## src/rtl/run_sequencer_if.sv

```systemverilog
// Run-control bundle between the sequencer, control/alu and instr_ROM.
// The master drives instruction status; the slave returns pc, status and stats.
interface run_sequencer_if #(
    parameter int PC_WIDTH  = 11,
    parameter int CNT_WIDTH = 16
);
    logic                 start;
    logic                 branch_en;
    logic [PC_WIDTH-1:0]  target;
    logic                 mem_access;
    logic                 halt_inst;
    logic [PC_WIDTH-1:0]  pc;
    logic                 commit;
    logic                 busy;
    logic                 done;
    logic [CNT_WIDTH-1:0] cycle_count;
    logic [CNT_WIDTH-1:0] inst_count;

    modport master (
        output start, branch_en, target, mem_access, halt_inst,
        input  pc, commit, busy, done, cycle_count, inst_count
    );

    modport slave (
        input  start, branch_en, target, mem_access, halt_inst,
        output pc, commit, busy, done, cycle_count, inst_count
    );
endinterface

```

## src/rtl/run_sequencer.sv

```systemverilog
// Program-run controller: owns pc, start/done handshake, memory stalls,
// halt detection and saturating run statistics.
module run_sequencer #(
    parameter int PC_WIDTH    = 11,
    parameter int HALT_PC     = 78,
    parameter int MEM_LATENCY = 2,
    parameter int CNT_WIDTH   = 16
) (
    input  logic            clk,
    input  logic            reset,
    run_sequencer_if.slave  bus
);
    typedef enum logic [1:0] {
        S_IDLE,
        S_RUN,
        S_STALL,
        S_DONE
    } state_t;

    localparam int WW = (MEM_LATENCY > 1) ? $clog2(MEM_LATENCY) : 1;
    localparam int WSTART_I = (MEM_LATENCY > 0) ? MEM_LATENCY - 1 : 0;
    localparam logic [WW-1:0] WSTART = WW'(WSTART_I);
    localparam logic [PC_WIDTH:0] HALT_V = (PC_WIDTH + 1)'(HALT_PC);
    localparam logic [CNT_WIDTH-1:0] CMAX = '1;
    localparam bit HAS_STALL = (MEM_LATENCY > 0);

    state_t               state_q, state_d;
    logic [PC_WIDTH-1:0]  pc_q, pc_d;
    logic [WW-1:0]        wcnt_q, wcnt_d;
    logic [CNT_WIDTH-1:0] cyc_q, cyc_d;
    logic [CNT_WIDTH-1:0] inst_q, inst_d;
    logic                 armed_q, armed_d;
    logic                 done_q, done_d;

    logic [PC_WIDTH:0]    pc_inc;
    logic [PC_WIDTH-1:0]  nxt;
    logic                 fin;
    logic                 commit;

    // Next-state, commit gating, pc update and counter saturation
    always_comb begin
        state_d = state_q;
        pc_d    = pc_q;
        wcnt_d  = wcnt_q;
        cyc_d   = cyc_q;
        inst_d  = inst_q;
        armed_d = armed_q;
        commit  = 1'b0;
        pc_inc  = {1'b0, pc_q} + 1'b1;
        nxt     = bus.branch_en ? bus.target : pc_inc[PC_WIDTH-1:0];
        fin     = ({1'b0, nxt} >= HALT_V) || pc_inc[PC_WIDTH];

        unique case (state_q)
            S_IDLE: begin
                if (armed_q) begin
                    state_d = S_RUN;
                    armed_d = 1'b0;
                end
            end
            S_RUN: begin
                if (bus.mem_access && HAS_STALL) begin
                    state_d = S_STALL;
                    wcnt_d  = WSTART;
                end else begin
                    commit = 1'b1;
                end
            end
            S_STALL: begin
                if (wcnt_q != '0) begin
                    wcnt_d = wcnt_q - 1'b1;
                end else begin
                    commit = 1'b1;
                end
            end
            S_DONE: begin
            end
        endcase

        if ((state_q == S_RUN || state_q == S_STALL) && cyc_q != CMAX) begin
            cyc_d = cyc_q + 1'b1;
        end

        if (commit) begin
            if (inst_q != CMAX) begin
                inst_d = inst_q + 1'b1;
            end
            if (bus.halt_inst) begin
                state_d = S_DONE;
            end else begin
                pc_d    = nxt;
                state_d = fin ? S_DONE : S_RUN;
            end
        end

        if (bus.start) begin
            state_d = S_IDLE;
            pc_d    = '0;
            wcnt_d  = '0;
            cyc_d   = '0;
            inst_d  = '0;
            armed_d = 1'b1;
        end
    end

    assign done_d = (state_d == S_DONE);

    // State and datapath registers with synchronous reset
    always_ff @(posedge clk) begin
        if (reset) begin
            state_q <= S_IDLE;
            pc_q    <= '0;
            wcnt_q  <= '0;
            cyc_q   <= '0;
            inst_q  <= '0;
            armed_q <= 1'b0;
            done_q  <= 1'b0;
        end else begin
            state_q <= state_d;
            pc_q    <= pc_d;
            wcnt_q  <= wcnt_d;
            cyc_q   <= cyc_d;
            inst_q  <= inst_d;
            armed_q <= armed_d;
            done_q  <= done_d;
        end
    end

    assign bus.pc          = pc_q;
    assign bus.commit      = commit;
    assign bus.busy        = (state_q == S_RUN) || (state_q == S_STALL);
    assign bus.done        = done_q;
    assign bus.cycle_count = cyc_q;
    assign bus.inst_count  = inst_q;
endmodule

```

## src/flat_wrapper.sv

```systemverilog
// flat-port wrapper written by rule: the top's interface ports become plain ports
module run_sequencer_flat 
#(
    parameter int PC_WIDTH    = 11,
    parameter int HALT_PC     = 78,
    parameter int MEM_LATENCY = 2,
    parameter int CNT_WIDTH   = 16
)
  (clk, reset, bus_start, bus_branch_en, bus_target, bus_mem_access, bus_halt_inst, bus_pc, bus_commit, bus_busy, bus_done, bus_cycle_count, bus_inst_count);
  run_sequencer_if #(.PC_WIDTH(PC_WIDTH), .CNT_WIDTH(CNT_WIDTH)) bus_i ();
  input  logic clk;
  input  logic reset;
  input wire logic [$bits(bus_i.start)-1:0] bus_start;
  input wire logic [$bits(bus_i.branch_en)-1:0] bus_branch_en;
  input wire logic [$bits(bus_i.target)-1:0] bus_target;
  input wire logic [$bits(bus_i.mem_access)-1:0] bus_mem_access;
  input wire logic [$bits(bus_i.halt_inst)-1:0] bus_halt_inst;
  output wire logic [$bits(bus_i.pc)-1:0] bus_pc;
  output wire logic [$bits(bus_i.commit)-1:0] bus_commit;
  output wire logic [$bits(bus_i.busy)-1:0] bus_busy;
  output wire logic [$bits(bus_i.done)-1:0] bus_done;
  output wire logic [$bits(bus_i.cycle_count)-1:0] bus_cycle_count;
  output wire logic [$bits(bus_i.inst_count)-1:0] bus_inst_count;
  assign bus_i.start = bus_start;
  assign bus_i.branch_en = bus_branch_en;
  assign bus_i.target = bus_target;
  assign bus_i.mem_access = bus_mem_access;
  assign bus_i.halt_inst = bus_halt_inst;
  assign bus_pc = bus_i.pc;
  assign bus_commit = bus_i.commit;
  assign bus_busy = bus_i.busy;
  assign bus_done = bus_i.done;
  assign bus_cycle_count = bus_i.cycle_count;
  assign bus_inst_count = bus_i.inst_count;
  run_sequencer #(.PC_WIDTH(PC_WIDTH), .HALT_PC(HALT_PC), .MEM_LATENCY(MEM_LATENCY), .CNT_WIDTH(CNT_WIDTH)) u_core (.clk(clk), .reset(reset), .bus(bus_i));
endmodule
```

## config.mk

```make
export PLATFORM = sky130hd
export DESIGN_NAME = run_sequencer_flat
export DESIGN_NICKNAME = d
export VERILOG_FILES = /design/src/rtl/run_sequencer_if.sv /design/src/rtl/run_sequencer.sv /design/src/flat_wrapper.sv
export SDC_FILE = /design/constraint.sdc
export NUM_CORES = 1
export LEC_CHECK = 0
export ABC_CLOCK_PERIOD_IN_PS = 2530
export CAP_MARGIN = 30
export CORE_MARGIN = 2
export CORE_UTILIZATION = 47
export CTS_BUF_LIST = sky130_fd_sc_hd__clkbuf_16
export DETAILED_ROUTE_END_ITERATION = 12
export GPL_ROUTABILITY_DRIVEN = 0
export PLACE_DENSITY = 0.76
export SETUP_SLACK_MARGIN = 0.02
export SKIP_LAST_GASP = 1
export SYNTH_ARGS = -nofsm -noshare
export SYNTH_HDL_FRONTEND = slang
export SYNTH_SLANG_ARGS = --single-unit
```

## constraint.sdc

```tcl
create_clock -name clk -period 2.53 [get_ports clk]
set_clock_uncertainty 0.2 [all_clocks]
set_input_delay 0.253 -clock clk [delete_from_list [all_inputs] [get_ports clk]]
set_output_delay 0.253 -clock clk [all_outputs]
set_load 0.03 [all_outputs]
```

==> impl_metrics.toml <==
[sta]
slew_headroom_pct = 59.25
max_clock_freq_mhz = 424.1
tns_ns = 0
finalCriticalPeriod_ns = 2.358
whs_ns = 0.3027
rsz0062_at_grt = "no"
fin_crit_sh_pct = 93.21
setup_viol = 0
hold_viol = 0
tightest_slew_ns = 0.6090
drv_slew = 0

[synthesis]
synth_area_um2 = 2649
async_flop_share_pct = 0
syn_nets = 338
synth_edf_count = 0
synth.distinct_cells = 57
synth.yosys.warnings = 0
synth_seq_area_share_pct = 36.28
synth.avg_cell_area_um2 = 8.409
ys_seq_elements = 48
synthesis.instances = 315
yosys_most_used_dff = "dfxtp_1"

[floorplan]
die_area_um2 = 6252
die_h_um = 79.07
io_pins = 63
dieWidth_um = 79.07
start_util_pct = 48.40
coreArea_um2 = 5473
row_count = 27

[detailed_routing]
drc_errors = 0
wl_per_cell_um = 13.71
dr.pass1.iters = 4
routed_wl_um = 6198
ant_nets = 0
dr.first_iter.drc_count = 101
vias_per_cell = 5.639
num_vias = 2549

[worst_setup_path]
crit_path_end_kind = "output port"
path_cells = "inv_1, ha_1, buf_4, clkdlybuf4s50_1"
reg2regPathDepth = 8
critPathKind = "reg -> out"
cp_slowest_cell = "clkdlybuf4s50_1"
worstReg2RegEnd = "u_core.bus.cycle_count[7]"
timing.rr.start = "u_core.state_q[1]"
cp_data_required_time_ns = 2.08
start_kind = "register"
cp.arrival_ns = 1.91
cp_slowest_stage_delay_ns = 0.68
rrSetupSlack_ns = 0.36
critPathMaxFanout = 8

[clocking]
post_cts_buffers = 0
clk_latency_ns = 0.29
clk_pin_slew_ns = 0.06
cts_sinks = 48
cts_tree = "built"
cts-root-buf = "clkbuf_16"
cts_buffer_depth = 2
cts_htree_levels = 2
cts_made_buffers = 5
holdBufCountCts = 0

[min_path]
hold_depth = 2
hold_start = "u_core.wcnt_q"
holdPathEnd = "u_core.wcnt_q"
hold_class = "reg -> reg"

[status]
status = "finished clean"

[power]
p_comb_share_pct = 6.2
power_density_nw_per_um2 = 422.3
switchingPower_uw = 316.3
p_seq_share_pct = 51.6
ir_worst_vdd_v = 0.0003540
finalPower_uw = 1473
leakage_uw = 0.001176
p_int_uw = 1156
swShare_pct = 21.48
power_frac_clock_pct = 42.1

[global_route]
overflow = 0
first_global_vias = 2369
grt_usage_pct = 21.00
grt_max_degree = 24
antenna_found_initial = 0
grt_pass1_wl_um = 10670

[final_layout]
drive_gt1_share_pct = 6.842
antenna_cells = 0
design.final.nets = 402
syn2layout_area_growth_pct = 31.65
stdcell_count = 452

[place]
hpwl_um = 4626
port_buffers = 62
dp_cells = 444

[flow_run]
drv_cap = 0
==> power by group through the flow <==
| stage | combinational [uW] | sequential (uW) | clock, uW |
|---|---|---|---|
| final | 92.0 | 760 | 620 |
| after global routing | 101 | 760 | 665 |
| after CTS | 92.4 | 760 | 629 |
| after detailed placement | 92.1 | 777 | 0 |
| after floorplan | 47.4 | 778 | 0 |
| after global placement | 91.1 | 777 | 0 |
==> cell usage after synthesis, drive strengths merged (5+ instances only) <==
| cell type | n | share of area [%] |
|---|---|---|
| dfxtp | 48 | 36 |
| clkbuf | 6 | 0.85 |
| inv | 10 | 1.4 |
| o21ai | 16 | 3.4 |
| nand2 | 24 | 3.4 |
| and4 | 7 | 2.3 |
| buf | 5 | 1.1 |
| nor4 | 7 | 1.9 |
| ha | 6 | 2.8 |
| nor3 | 5 | 1.1 |
| xor2 | 16 | 5.3 |
| or4 | 5 | 1.4 |
| nand4 | 9 | 3.2 |
| a31oi | 6 | 1.4 |
| a21oi | 11 | 2.1 |
| mux2i | 9 | 3.4 |
| nand3 | 22 | 4.3 |
| o31ai | 6 | 1.7 |
| nor2 | 43 | 6.1 |
| xnor2 | 5 | 1.7 |
==> flip-flops by register name, summed over array words and instances, names as in the netlist <==
register                count
u_core.armed_q              1
u_core.bus.cycle_count     16
u_core.bus.done             1
u_core.bus.inst_count      16
u_core.bus.pc              11
u_core.state_q              2
u_core.wcnt_q               1
==> cell type report <==
class	count	area [um^2]
Clock buffer	5	125.1
Multi-Input combinational cell	244	1585
Tap cell	72	90.09
Timing Repair Buffer	68	664.4
Fill cell	494	1986
Inverter	12	50.05
Sequential cell	48	960.9
Clock inverter	3	11.26
==> metrics by stage <==
step / utilization, % / worst slack [ns] / cell area, um^2
after floorplan: - / 0.1028 / 2649
after global placement: 61.25 / 0.2442 / 3352
after detailed placement: 61.25 / 0.1977 / 3352
after CTS: 63.72 / 0.1602 / 3487
after global routing: 63.72 / 0.07381 / 3487
final: 63.72 / 0.1719 / 3487
==> kinds of logic after synthesis <==
group	after synthesis	share of synthesized area [%]
compound gates	68	18.09
xor+xnor	21	6.944
fa+ha+maj	6	2.834
buf+inv	23	3.873
flops	48	36.28
mux	9	3.401
simple gates	140	28.58
==> metal layers <==
layer  wire length [um]  share of wire (%)  global-route usage (%)  vias to the layer above
met5                  0                  0                       0                        -
met3                247                4.0                   3.636                        6
li1                   -                  -                       -                     1285
met1               2957                 48                   28.22                     1193
met4                 89                1.4                   7.241                        0
met2               2903                 47                   34.07                       65
==> cells in the final DEF (no fill, tap or decap), types with 9 or more instances in the layout <==
master and instances:
nand3_1 21, dfxtp_1 48, mux2i_1 9, nand2_1 24
clkdlybuf4s50_1 61, inv_1 11, nor2_1 43, a21oi_1 11
xor2_1 16, o21ai_0 15
==> worst max-delay path, delay by kind of cell (launching register included) <==
| kind | cells | cell delay [ns] |
|---|---|---|
| buffers and inverters | 3 | 0.94 |
| DFF | 1 | 0.37 |
| adders and majority gates | 1 | 0.32 |
==> worst max path at each step <==
stage,from,end,slack (ns),cells after the start
2_1_floorplan,u_core.state_q[1],u_core.bus.inst_count[11],0.10,9
3_3_place_gp,bus_mem_access,bus_commit,0.24,5
3_5_place_dp,bus_mem_access,bus_commit,0.20,5
4_1_cts,u_core.state_q[1],bus_busy,0.16,4
5_1_grt,u_core.state_q[0],bus_busy,0.07,4
6_report,u_core.state_q[1],bus_busy,0.17,4
==> repair_timing <==
action / CTS / global route
endpoints found under the setup margin: 1 / 0
resized for setup: 1 / 0
endpoints found under the hold margin: 0 / 0
(Power assumes the default switching activity.)
